--- config.mk ---
export PLATFORM = sky130hd
export DESIGN_NAME = sync_fifo_fwft
export DESIGN_NICKNAME = d
export VERILOG_FILES = /design/src/rtl/sync_fifo_fwft_pkg.sv /design/src/rtl/fifo_dpram.sv /design/src/rtl/sync_fifo_fwft.sv
export SDC_FILE = /design/constraint.sdc
export NUM_CORES = 1
export LEC_CHECK = 0
export ABC_AREA = 1
export ABC_CLOCK_PERIOD_IN_PS = 2900
export CAP_MARGIN = 0
export CORE_ASPECT_RATIO = 0.9
export CORE_MARGIN = 2
export CORE_UTILIZATION = 57
export DETAILED_ROUTE_END_ITERATION = 7
export PLACE_DENSITY = 0.87
export SYNTH_ARGS = -nofsm -noshare
export SYNTH_HDL_FRONTEND = slang
export SYNTH_SLANG_ARGS = --single-unit
--- constraint.sdc ---
create_clock -name clk -period 2.9 [get_ports clk]
set_clock_uncertainty 0.15 [all_clocks]
set_input_delay 0.58 -clock clk [delete_from_list [all_inputs] [get_ports clk]]
set_output_delay 0.58 -clock clk [all_outputs]
set_load 0.02 [all_outputs]
--- src/rtl/sync_fifo_fwft_pkg.sv ---
// Shared defaults, read-mode encodings and depth helper for the single-clock FIFO.
package sync_fifo_fwft_pkg;

  localparam int DW_DEF    = 8;
  localparam int AW_DEF    = 3;
  localparam int FWFT_STD  = 0;  // registered read, one-cycle latency
  localparam int FWFT_FALL = 1;  // head word always presented on dout

  function automatic int depth_of(input int aw);
    return 1 << aw;
  endfunction

endpackage

--- src/rtl/fifo_dpram.sv ---
// Dual-port storage: one write port, one read address with registered and combinational data.
// Latency: rdata_c same cycle, rdata_q one cycle after re.
// Backpressure: none; the owner gates we/re.
module fifo_dpram
  import sync_fifo_fwft_pkg::*;
#(
  parameter int DW = DW_DEF,
  parameter int AW = AW_DEF
) (
  input  logic          clk,
  input  logic          rst,
  input  logic          we,
  input  logic [AW-1:0] waddr,
  input  logic [DW-1:0] wdata,
  input  logic          re,
  input  logic [AW-1:0] raddr,
  output logic [DW-1:0] rdata_q,
  output logic [DW-1:0] rdata_c
);

  logic [DW-1:0] mem [depth_of(AW)];

  always_ff @(posedge clk) begin
    if (we) mem[waddr] <= wdata;
  end

  // Only the output register is cleared; array contents are unreachable after reset anyway.
  always_ff @(posedge clk) begin
    if (rst)     rdata_q <= '0;
    else if (re) rdata_q <= mem[raddr];
  end

  assign rdata_c = mem[raddr];

endmodule

--- src/rtl/sync_fifo_fwft.sv ---
// Single-clock FIFO with occupancy, almost flags, sticky errors and selectable FWFT read.
// Latency: write visible next cycle; FWFT=0 dout one cycle after r_en, FWFT=1 dout combinational.
// Backpressure: writes dropped when full, reads ignored when empty, both recorded as sticky errors.
module sync_fifo_fwft
  import sync_fifo_fwft_pkg::*;
#(
  parameter int DW    = DW_DEF,
  parameter int AW    = AW_DEF,
  parameter int AF_TH = 6,
  parameter int AE_TH = 1,
  parameter int FWFT  = FWFT_STD
) (
  input  logic          clk,
  input  logic          rst,
  input  logic          w_en,
  input  logic [DW-1:0] din,
  input  logic          r_en,
  output logic [DW-1:0] dout,
  output logic          dout_valid,
  output logic          full,
  output logic          empty,
  output logic          almost_full,
  output logic          almost_empty,
  output logic [AW:0]   count,
  output logic          overflow,
  output logic          underflow
);

  if (AW < 1) begin : g_bad_aw
    $error("sync_fifo_fwft: AW must be >= 1");
  end
  if (AF_TH < 1 || AF_TH > depth_of(AW)) begin : g_bad_af
    $error("sync_fifo_fwft: AF_TH out of range 1..DEPTH");
  end
  if (AE_TH < 0 || AE_TH >= depth_of(AW)) begin : g_bad_ae
    $error("sync_fifo_fwft: AE_TH out of range 0..DEPTH-1");
  end
  if (FWFT != FWFT_STD && FWFT != FWFT_FALL) begin : g_bad_mode
    $error("sync_fifo_fwft: FWFT must be 0 or 1");
  end

  localparam logic [AW:0] AF_C    = (AW+1)'(AF_TH);
  localparam logic [AW:0] AE_C    = (AW+1)'(AE_TH);
  localparam logic [AW:0] PTR_ONE = (AW+1)'(1);

  logic [AW:0]   wptr, rptr;
  logic          wr_acc, rd_acc;
  logic          dv_q;
  logic [DW-1:0] rd_q, rd_c;

  // Flags derive from the registered pointers only, so they move on the accepting edge.
  assign count        = wptr - rptr;
  assign empty        = (wptr == rptr);
  assign full         = (wptr[AW] != rptr[AW]) && (wptr[AW-1:0] == rptr[AW-1:0]);
  assign almost_full  = (count >= AF_C);
  assign almost_empty = (count <= AE_C);

  assign wr_acc = w_en & ~full;
  assign rd_acc = r_en & ~empty;

  always_ff @(posedge clk) begin
    if (rst) begin
      wptr      <= '0;
      rptr      <= '0;
      overflow  <= 1'b0;
      underflow <= 1'b0;
      dv_q      <= 1'b0;
    end else begin
      if (wr_acc)       wptr      <= wptr + PTR_ONE;
      if (rd_acc)       rptr      <= rptr + PTR_ONE;
      if (w_en && full)  overflow  <= 1'b1;
      if (r_en && empty) underflow <= 1'b1;
      dv_q <= rd_acc;
    end
  end

  fifo_dpram #(
    .DW (DW),
    .AW (AW)
  ) u_ram (
    .clk     (clk),
    .rst     (rst),
    .we      (wr_acc),
    .waddr   (wptr[AW-1:0]),
    .wdata   (din),
    .re      (rd_acc),
    .raddr   (rptr[AW-1:0]),
    .rdata_q (rd_q),
    .rdata_c (rd_c)
  );

  assign dout       = (FWFT == FWFT_FALL) ? rd_c   : rd_q;
  assign dout_valid = (FWFT == FWFT_FALL) ? ~empty : dv_q;

endmodule
# --- After elaboration in Yosys (flattened, before gate mapping) ---
# Memory sizes are Yosys's and may differ from the RTL's. A register that Yosys moved wholly into a read port is not among the register bits.
# Cells that the tools add are included.
# Widths: inputs -> output; s select.
classes:
  add_sub_neg: 3
  magnitude_cmp: 2
  eq_ne: 3
  muxes: 2
  n_bitwise: 4
  n_reduce_logical: 3
op_table:
  columns: ["op", "n"]
  rows:
  - ["$add 4x1->4 const B", 2]
  - ["$eq 4x4->1", 1]
  - ["$ge 4x3->1 const B", 1]
  - ["$le 4x1->1 const B", 1]
  - ["$sub 4x4->4", 1]
  - ["$eq 3x3->1", 1]
  - ["$logic_and 1x1->1", 3]
  - ["$and 1x1->1", 2]
  - ["$mux 1", 2]
  - ["$not 1->1", 2]
  - ["$ne 1x1->1", 1]
word_totals:
  regBits: 11
  ramBits: 64
  elab_cells: 23
  n_memories: 1
memory_table:
  columns: ["memory", "depth", "word_bits", "read_ports", "rd_ports_with_merged_regs", "write_ports", "line", "rtl"]
  rows:
  - ["u_ram.mem", 8, 8, 1, 1, 1, "fifo_dpram.sv:21", "logic [DW-1:0] mem [depth_of(AW)];"]

# --- Logic depth before layout (Yosys ltp) ---
# Gate-level depths: netlist of run 1.
logic_depth:
  ltp_word: 6
  ltp_mapped: 12

# --- Modules after synthesis ---
# A second synthesis of run 1 with hierarchy kept.
unflattened:
  hier_cells: 411
  hier_area_um2: 3857.4
modules_own_cells:
  columns: ["module", "instances", "cells_each", "area_each_um2", "seq_area_each_um2"]
  rows:
  - ["fifo_dpram", 1, 313, 3149.3, 2082.0]
  - ["sync_fifo_fwft", 1, 98, 708.2, 220.2]

# --- Least setup slack after synthesis of run 1 ---
# Ideal clock, no wire load.
synth_path:
  path_type: "register to output"
  start: "reg wptr[0]"
  end: "out almost_full"
  arrival_time_ns: 2.053
  path_slack_ns: 0.117
  path_stages_with_launch: 7
  path_cell_list: "dfxtp_1 inv_1 ha_1 fa_1 xnor2_1 inv_1 o21ai_0"
synth_via:
  elab_chain_len: 2
synth_rtl:
  columns: ["element", "line", "rtl"]
  rows:
  - ["start: declaration", "sync_fifo_fwft.sv:46", "logic [AW:0] wptr, rptr;"]
  - ["start signal: assignment", "sync_fifo_fwft.sv:69", "if (wr_acc) wptr <= wptr + PTR_ONE;"]
  - ["$sub 4x4->4", "sync_fifo_fwft.sv:52", "assign count = wptr - rptr;"]
  - ["net count[2]", "sync_fifo_fwft.sv:24", "output logic [AW:0] count,"]
  - ["$ge 4x3->1", "sync_fifo_fwft.sv:55", "assign almost_full = (count >= AF_C);"]
  - ["end: declaration", "sync_fifo_fwft.sv:22", "output logic almost_full,"]
# The timed path passes the listed nets, and every way through them passes these cells.

# --- Final worst setup path of run 1 ---
layout_path:
  start: "reg wptr[0]"
  end: "out almost_empty"
layout_via:
  elab_chain_len: 2
layout_rtl:
  columns: ["element", "line", "rtl"]
  rows:
  - ["$sub 4x4->4", "sync_fifo_fwft.sv:52", null]
  - ["$le 4x1->1", "sync_fifo_fwft.sv:56", "assign almost_empty = (count <= AE_C);"]
  - ["end: declaration", "sync_fifo_fwft.sv:23", "output logic almost_empty,"]
# Every way passes these cells.

==> impl_metrics.tcl, run 1 <==
set metrics [dict create \
    grt_max_degree 37 \
    syn_to_final_growth_pct 15.99 \
    required_ns 2.17 \
    antenna-diode-count 0 \
    crit_slowest_cell "fa_1" \
    floorplan.die_area_um2 7272 \
    grt_setup_unrepaired "true" \
    initial_core_util 0.5809 \
    grt_pass1_vias 2586 \
    grt_overflow 0 \
    reg2reg_from "rptr[1]" \
    path_depth 8 \
    synth_top_area_cell "edfxtp_1" \
    hold_buffers 0 \
    cts_sinks 83 \
    cp-endpoint "almost_empty" \
    die_y_um 81.10 \
    clk_latency_ns 0.37 \
    ios 31 \
    ant_nets 0 \
    yosys.cell_count.top_type "nand2_1" \
    worst_pin_slew_ns 0.9374 \
    totalWireLength_mm 7.972 \
    post-route-period-util 0.9493 \
    nets 430 \
    synth_seq_cells 83 \
    yosysUniqueCellTypes 28 \
    grt_usage 0.2414 \
    post_cts_buffers 0 \
    path_class "register to primary output" \
    fp.coreArea_um2 6481 \
    cts_buffers 9 \
    r2r-end "u_ram.mem[1][3]" \
    slew_headroom 0.3728 \
    layout_setup_ws_ns 0.1469 \
    vias 2701 \
    p_per_area_nw_per_um2 668.1 \
    netlist_area_um2 3765 \
    cpLargestDelayFamily "adder cells" \
    place_area_um2 4143 \
    cpMostUsedCell "inv_1" \
    detail_route.wl_per_cell_um 15.72 \
    ir_drop_mv 0.3956 \
    yosys-top-cells-count "nand2_1 (109), edfxtp_1 (64), inv_1 (59)" \
    placementRows 28 \
    cts_tree "yes" \
    viasPerCell 5.327 \
    r2r_slack_ns 0.41 \
    pre_cts_ws_ns 0.06239 \
    synth_edf_count 64 \
    hold_slack_ns 0.2990 \
    postLayoutCellArea_um2 4367 \
    dr.pass1.iters 6 \
    portBuffers 30 \
    yosysSeqAreaShare 0.6115 \
    end_kind "primary output" \
    drtIter0Drc 410 \
    synth_top_area_frac 0.5105 \
    power.leakage_uw 0.001840 \
    hold_class "register to register" \
    gp_congestion 0.8204 \
    hpwl_mm 5.058 \
    cp.arrival_ns 2.02 \
    die_x_um 89.67 \
    synthFlopType "edfxtp_1" \
    fmax_mhz 363.2 \
    setup_viol 0 \
    crit_fanout 2 \
    yosys_warnings 0 \
    period_needed_ns 2.753 \
    avgSynthCellArea_um2 9.986 \
    critPathLaunchType "register" \
    slew_viol_final 0 \
    ys_top_cells_by_area "edfxtp_1 (51%), nand2_1 (11%), dfxtp_1 (10%)" \
    finalHoldViolCount 0 \
    cts_buffer_depth 2 \
    crit_path_max_incr_delay_ns 0.39 \
    grt_pass1_wl_mm 12.59 \
    synth_cells 377 \
    synth_async_sr_flop_share 0 \
    fillers 479 \
    worst-r2r-cell-count 9 \
    setup_tns_ns 0 \
    path_cells "inv_1 -> ha_1 -> fa_1 -> xnor2_1 -> inv_1 -> nand2_1 -> nor2_1 -> clkdlybuf4s15_2" \
    fin_total_pwr_uw 2917 \
    syn_nets 395 \
    crit_buf_inv 3 \
    drive_gt1_frac 0.1511 \
    drc 0 \
    htreeDepth 3 \
    cts-root-buf "clkbuf_8" \
    maxCapViolCount 0 \
    status "finished clean" \
    antenna_found_initial 0 \
    path_clk_slew_ns 0.08 \
    startpoint "wptr[0]" \
]
==> per-stage QoR <==
step	utilization	std cells
finish	0.6737	507
global route	0.6737	507
CTS	0.6714	507
detailed placement	0.6392	491
global placement	0.6392	491
floorplan	-	377
==> state kept, by name (all words and copies together) (netlist names) <==
register / flops
u_ram.mem: 64
u_ram.rdata_q: 8
rptr: 4
wptr: 4
dout_valid: 1
overflow: 1
underflow: 1
==> worst register-to-register path: cells and delay by family (launching register included) <==
family,cells,cell delay (ns)
AND/OR/NAND/NOR,4,0.95
flip-flops,1,0.38
adder cells (fa/ha/maj),1,0.29
buffers and inverters,3,0.25
AO/OA/AOI/OAI,1,0.09
==> how the worst min path moves through the flow <==
stage,startpoint,endpoint,slack [ns],cells after the start
2_1_floorplan,wptr[3],wptr[3],0.32,2
3_3_place_gp,overflow,overflow,0.29,2
3_5_place_dp,overflow,overflow,0.29,2
4_1_cts,overflow,overflow,0.30,2
5_1_grt,overflow,overflow,0.33,2
6_report,underflow,underflow,0.30,2
==> cell usage in the layout (no fill, tap or decap), types with 2 or more instances in the layout <==
cell type	count
a21oi_1	8
a21oi_2	10
buf_4	9
clkbuf_8	12
clkdlybuf4s50_1	23
clkinv_2	2
dfxtp_1	18
dlygate4sd2_1	3
dlymetal6s2s_1	2
edfxtp_1	64
ha_1	4
inv_1	59
inv_2	7
nand2_1	109
nand2_2	3
nand2_4	3
nand3_1	43
nand3_2	7
nor2_1	11
xor2_1	5
==> power breakdown <==
part	internal, µW	total (µW)	leakage, µW	switching (µW)
Sequential	1330	1350	0.000737	21.6
Clock	465	875	0.000108	410
Combinational	246	692	0.000995	446
==> what timing repair did <==
item / 4_1_cts / 5_1_grt
cloned: 0 / 0
setup endpoints to repair: 5 / 5
gates resized for setup: 7 / 9
pin swaps: 1 / 1
==> cell families after synthesis <==
family                     share of synthesized area
xor gates and xnor gates                     0.01396
and+or+nand+nor                               0.2137
adders and majority gates                    0.02193
buffers and inverters                        0.09471
DFF                                           0.6115
AOI/OAI and AO/OA                            0.04420
==> metal layers <==
| layer | vias to the layer above | part of all wire | global-route usage |
|---|---|---|---|
| li1 | 1272 | - | - |
| met1 | 1242 | 0.37 | 0.3135 |
| met2 | 148 | 0.48 | 0.3699 |
| met3 | 39 | 0.095 | 0.05691 |
| met4 | 0 | 0.049 | 0.1403 |
| met5 | - | 0 | 0 |
==> cell type report <==
cell class                      instances  area (µm²)  share of cell area
Sequential cell                        83        2303              0.5275
Multi-Input combinational cell        212        1119              0.2562
Timing Repair Buffer                   39       365.4             0.08367
Inverter                               67       254.0             0.05817
Clock buffer                           12       165.2             0.03782
Tap cell                               90       112.6             0.02579
Clock inverter                          4       47.55             0.01089
Note: power is estimated with default switching activity, not from simulation.
==> inputs of run 2 (changes only) <==
- SKIP_CTS_REPAIR_TIMING: not set -> 1
==> run 2 against run 1 <==
  * Final area about the same
  * Flip-flop and latch count did not move
  * Routed wire length rose by 0.83%
  * Total power grew 0.20%
  * Largest power group unchanged
  * First-iteration DRC count decreased by 13%
  * Critical endpoint unchanged
  * Critical path type unchanged
==> impl_metrics.tcl, run 2 (same netlist as run 1, synthesis figures left out) <==
set metrics [dict create \
    status "finished clean" \
    setup_viol 0 \
    cts_sinks 83 \
    hold_depth 2 \
    htreeDepth 3 \
    utilization 0.6743 \
    syn_to_final_growth_pct 16.09 \
    cts_tree "yes" \
    r2r-end "u_ram.mem[3][3]" \
    ant_nets 0 \
    ios 31 \
    use_met3 0.05691 \
    cts_buffer_depth 2 \
    grt_pass1_vias 2590 \
    power.leakage_uw 0.001873 \
    dr.pass1.iters 5 \
    layout_common_cells "nand2_1 (109), edfxtp_1 (64), inv_1 (59)" \
    grt_usage 0.2416 \
    met1_usage 0.3142 \
    required_ns 2.17 \
    hold_slack_ns 0.2990 \
    layout_commonest_cell "nand2_1" \
    maxCapViolCount 0 \
    end_kind "primary output" \
    grt_use_met2 0.3699 \
    fin_total_pwr_uw 2923 \
    cts-root-buf "clkbuf_8" \
    die_y_um 81.10 \
    hold_class "register to register" \
    worst-r2r-cell-count 9 \
    period_needed_ns 2.751 \
    grt_max_degree 37 \
    critPathLaunchType "register" \
    drtIter0Drc 357 \
    top_usage_layer "met2" \
    worst_pin_slew_ns 0.9427 \
    pre_cts_ws_ns 0.06239 \
    post-place-cells 491 \
    die_x_um 89.67 \
    vias 2686 \
    min_to "underflow" \
    viasPerCell 5.298 \
    crit_fanout 3 \
    grt_setup_unrepaired "false" \
    r2r_slack_ns 0.36 \
    p_per_area_nw_per_um2 668.8 \
    top_regs "u_ram.mem x64, u_ram.rdata_q x8" \
    path_clk_slew_ns 0.08 \
    regMostFlops "u_ram.mem" \
    path_class "register to primary output" \
    placementRows 28 \
    hpwl_mm 5.058 \
    ir_drop_mv 0.3969 \
    antenna-diode-count 0 \
    drc 0 \
    slew_viol_final 0 \
    cts_buffers 9 \
    drive_gt1_frac 0.1463 \
    layout_setup_ws_ns 0.1492 \
    grt_pass1_wl_mm 12.61 \
    totalWireLength_mm 8.038 \
    clk_latency_ns 0.36 \
    cp.arrival_ns 2.02 \
    fp.coreArea_um2 6481 \
    floorplan.die_area_um2 7272 \
    nets 430 \
    slew_headroom 0.3692 \
    grt_overflow 0 \
    final_cells 507 \
    detail_route.wl_per_cell_um 15.85 \
    post-route-period-util 0.9486 \
    min_from "underflow" \
    fmax_mhz 363.5 \
    initial_core_util 0.5809 \
    reg2reg_from "rptr[1]" \
    largest_register_ffs 64 \
    antenna_found_initial 0 \
    gp_congestion 0.8204 \
    finalHoldViolCount 0 \
    portBuffers 30 \
]
run 2: metrics by stage:
stage / setup TNS, ns / instance area (µm²)
after floorplan: 0 / 3765
after global placement: 0 / 4143
after detailed placement: 0 / 4143
after CTS: -0.8939 / 4355
after global routing: 0 / 4370
final: 0 / 4370
run 2: worst max path at each step:
stage             from      endpoint  cells after the start
4_1_cts        rptr[2]  almost_empty                      8
3_3_place_gp   rptr[2]  almost_empty                      8
2_1_floorplan  wptr[0]   almost_full                      6
5_1_grt        wptr[0]   almost_full                      7
6_report       rptr[2]  almost_empty                      8
3_5_place_dp   rptr[2]  almost_empty                      8
run 2: layout make-up:
cell class                      count  area (µm²)
Fill cell                         478        2111
Clock buffer                       12       165.2
Sequential cell                    83        2302
Tap cell                           90       112.6
Inverter                           67       254.0
Timing Repair Buffer               39       370.4
Multi-Input combinational cell    212        1119
Clock inverter                      4       47.55
run 2: where the power goes:
group          total (µW)  switching [µW]  internal (µW)
clock                 880             414            465
combinational         694             449            245
sequential           1350            21.7           1330
total                2920             885           2040
run 2: per-layer routing:
metal	vias up	wire length, µm
met1	1243	3134
met4	0	328
met2	135	3938
met5	-	0
met3	36	636
li1	1272	-
run 2: critical path: stages, from the launching register on:
cell,delay [ns]
dfxtp_1,0.35
clkinv_1,0.14
ha_4,0.31
nand2_2,0.07
o21ai_1,0.16
xor2_1,0.25
nand2_1,0.09
nor2_1,0.10
clkbuf_2,0.18
==> inputs of run 3 (changes only) <==
- SETUP_SLACK_MARGIN: not set -> 0.5
==> run 3 against run 2 <==
  * Hold slack gained 0.0082 ns
  * Combinational power rose by 7.8%
  * Non-clock buffer count up 4
  * Sequential power is essentially flat
  * Cell count is 0.79% higher
  * Via count up 1.0%
  * Clock power grew 0.9%
  * Global-route usage decreased by 0.93 points
  * Final area increased by 1.6%
  * Maximum frequency is 6.0% higher
  * Highest routed layer unchanged
==> impl_metrics.tcl, run 3 (same netlist as run 1, synthesis figures left out) <==
set metrics [dict create \
    slew_headroom 0.3527 \
    drc 0 \
    detail_route.wl_per_cell_um 15.80 \
    fmax_mhz 385.3 \
    ios 31 \
    portBuffers 30 \
    power.leakage_uw 0.001850 \
    worst-r2r-cell-count 9 \
    fin_total_pwr_uw 2988 \
    end_kind "primary output" \
    antenna-diode-count 0 \
    reg2reg_from "rptr[1]" \
    post-place-cells 490 \
    hpwl_mm 4.845 \
    top_regs "u_ram.mem x64, u_ram.rdata_q x8" \
    gp_congestion 0.8369 \
    min_to "underflow" \
    post-route-period-util 0.8949 \
    clk_latency_ns 0.36 \
    p_per_area_nw_per_um2 673.0 \
    path_clk_slew_ns 0.09 \
    grt_usage 0.2323 \
    grt_pass1_vias 2529 \
    ant_nets 0 \
    grt_max_degree 37 \
    layout_commonest_cell "nand2_1" \
    utilization 0.6849 \
    final_cells 511 \
    critPathLaunchType "register" \
    initial_core_util 0.5809 \
    maxCapViolCount 0 \
    cts_tree "yes" \
    min_from "underflow" \
    crit_fanout 2 \
    dr.pass1.iters 5 \
    cts_sinks 83 \
    finalHoldViolCount 0 \
    cp.arrival_ns 1.87 \
    antenna_found_initial 0 \
    layout_common_cells "nand2_1 (109), edfxtp_1 (64), inv_1 (57)" \
    slew_viol_final 0 \
    ir_drop_mv 0.3383 \
    required_ns 2.17 \
    path_class "register to primary output" \
    totalWireLength_mm 8.075 \
    cts_buffer_depth 2 \
    hold_slack_ns 0.3072 \
    vias 2713 \
    placementRows 28 \
    floorplan.die_area_um2 7272 \
    period_needed_ns 2.595 \
    place_area_um2 4155 \
    htreeDepth 3 \
    die_y_um 81.10 \
    fillers 466 \
    regMostFlops "u_ram.mem" \
    worst_pin_slew_ns 0.9674 \
    viasPerCell 5.309 \
    syn_to_final_growth_pct 17.91 \
    hold_depth 2 \
    cts-root-buf "clkbuf_8" \
    setup_viol 0 \
    grt_setup_unrepaired "true" \
    largest_register_ffs 64 \
    die_x_um 89.67 \
    hold_class "register to register" \
    r2r_slack_ns 0.40 \
    drtIter0Drc 231 \
    status "finished clean" \
    postLayoutCellArea_um2 4439 \
    r2r-end "u_ram.mem[1][3]" \
    cts_buffers 9 \
    grt_pass1_wl_mm 12.16 \
    fp.coreArea_um2 6481 \
    drive_gt1_frac 0.1995 \
    nets 434 \
    grt_overflow 0 \
]
[run 3: cell type report]
cell class	count	area [µm²]	area share
multi-input combinational	212	1172	0.2641
inverter	67	254.0	0.05722
tap	90	112.6	0.02537
clock buffer	10	127.6	0.02875
timing repair buffer	43	382.9	0.08625
clock inverter	6	80.08	0.01804
sequential	83	2310	0.5203
[run 3: power by group]
| part | total, µW | internal (µW) | switching, µW |
|---|---|---|---|
| sequential | 1350 | 1330 | 21.9 |
| clock | 888 | 478 | 410 |
| combinational | 748 | 279 | 470 |
[run 3: how the worst max path moves through the flow]
stage                        from            to  slack, ns  cells after the start
after CTS                 rptr[2]  almost_empty      -0.31                      8
after global routing      wptr[0]   almost_full       0.23                      7
final                     wptr[0]   almost_full       0.30                      7
after global placement    rptr[2]  almost_empty       0.11                      8
after floorplan           wptr[0]   almost_full       0.38                      6
after detailed placement  rptr[2]  almost_empty       0.09                      8
[run 3: per-stage QoR]
stage | setup slack [ns] | setup TNS [ns]
after CTS | -0.3104 | -0.7759
after floorplan | 0.3846 | 0
after global routing | 0.2303 | 0
after detailed placement | 0.09158 | 0
after global placement | 0.1087 | 0
final | 0.3048 | 0
[run 3: critical path, cell delays in order, from the launching register on]
cell and delay [ns]:
dfxtp_2 0.35, inv_2 0.05, ha_4 0.16, fa_2 0.40, xnor2_2 0.14, inv_1 0.07, o21ai_1 0.16, buf_4 0.17
[run 3: routing by layer]
metal / share of wire / track usage / routed length [µm] / up-vias
met4: 0.018 / 0.1134 / 148 / 0
met2: 0.48 / 0.3500 / 3911 / 144
met5: 0 / 0 / 0 / -
met3: 0.091 / 0.06098 / 738 / 21
met1: 0.41 / 0.3131 / 3276 / 1269
li1: - / - / - / 1279
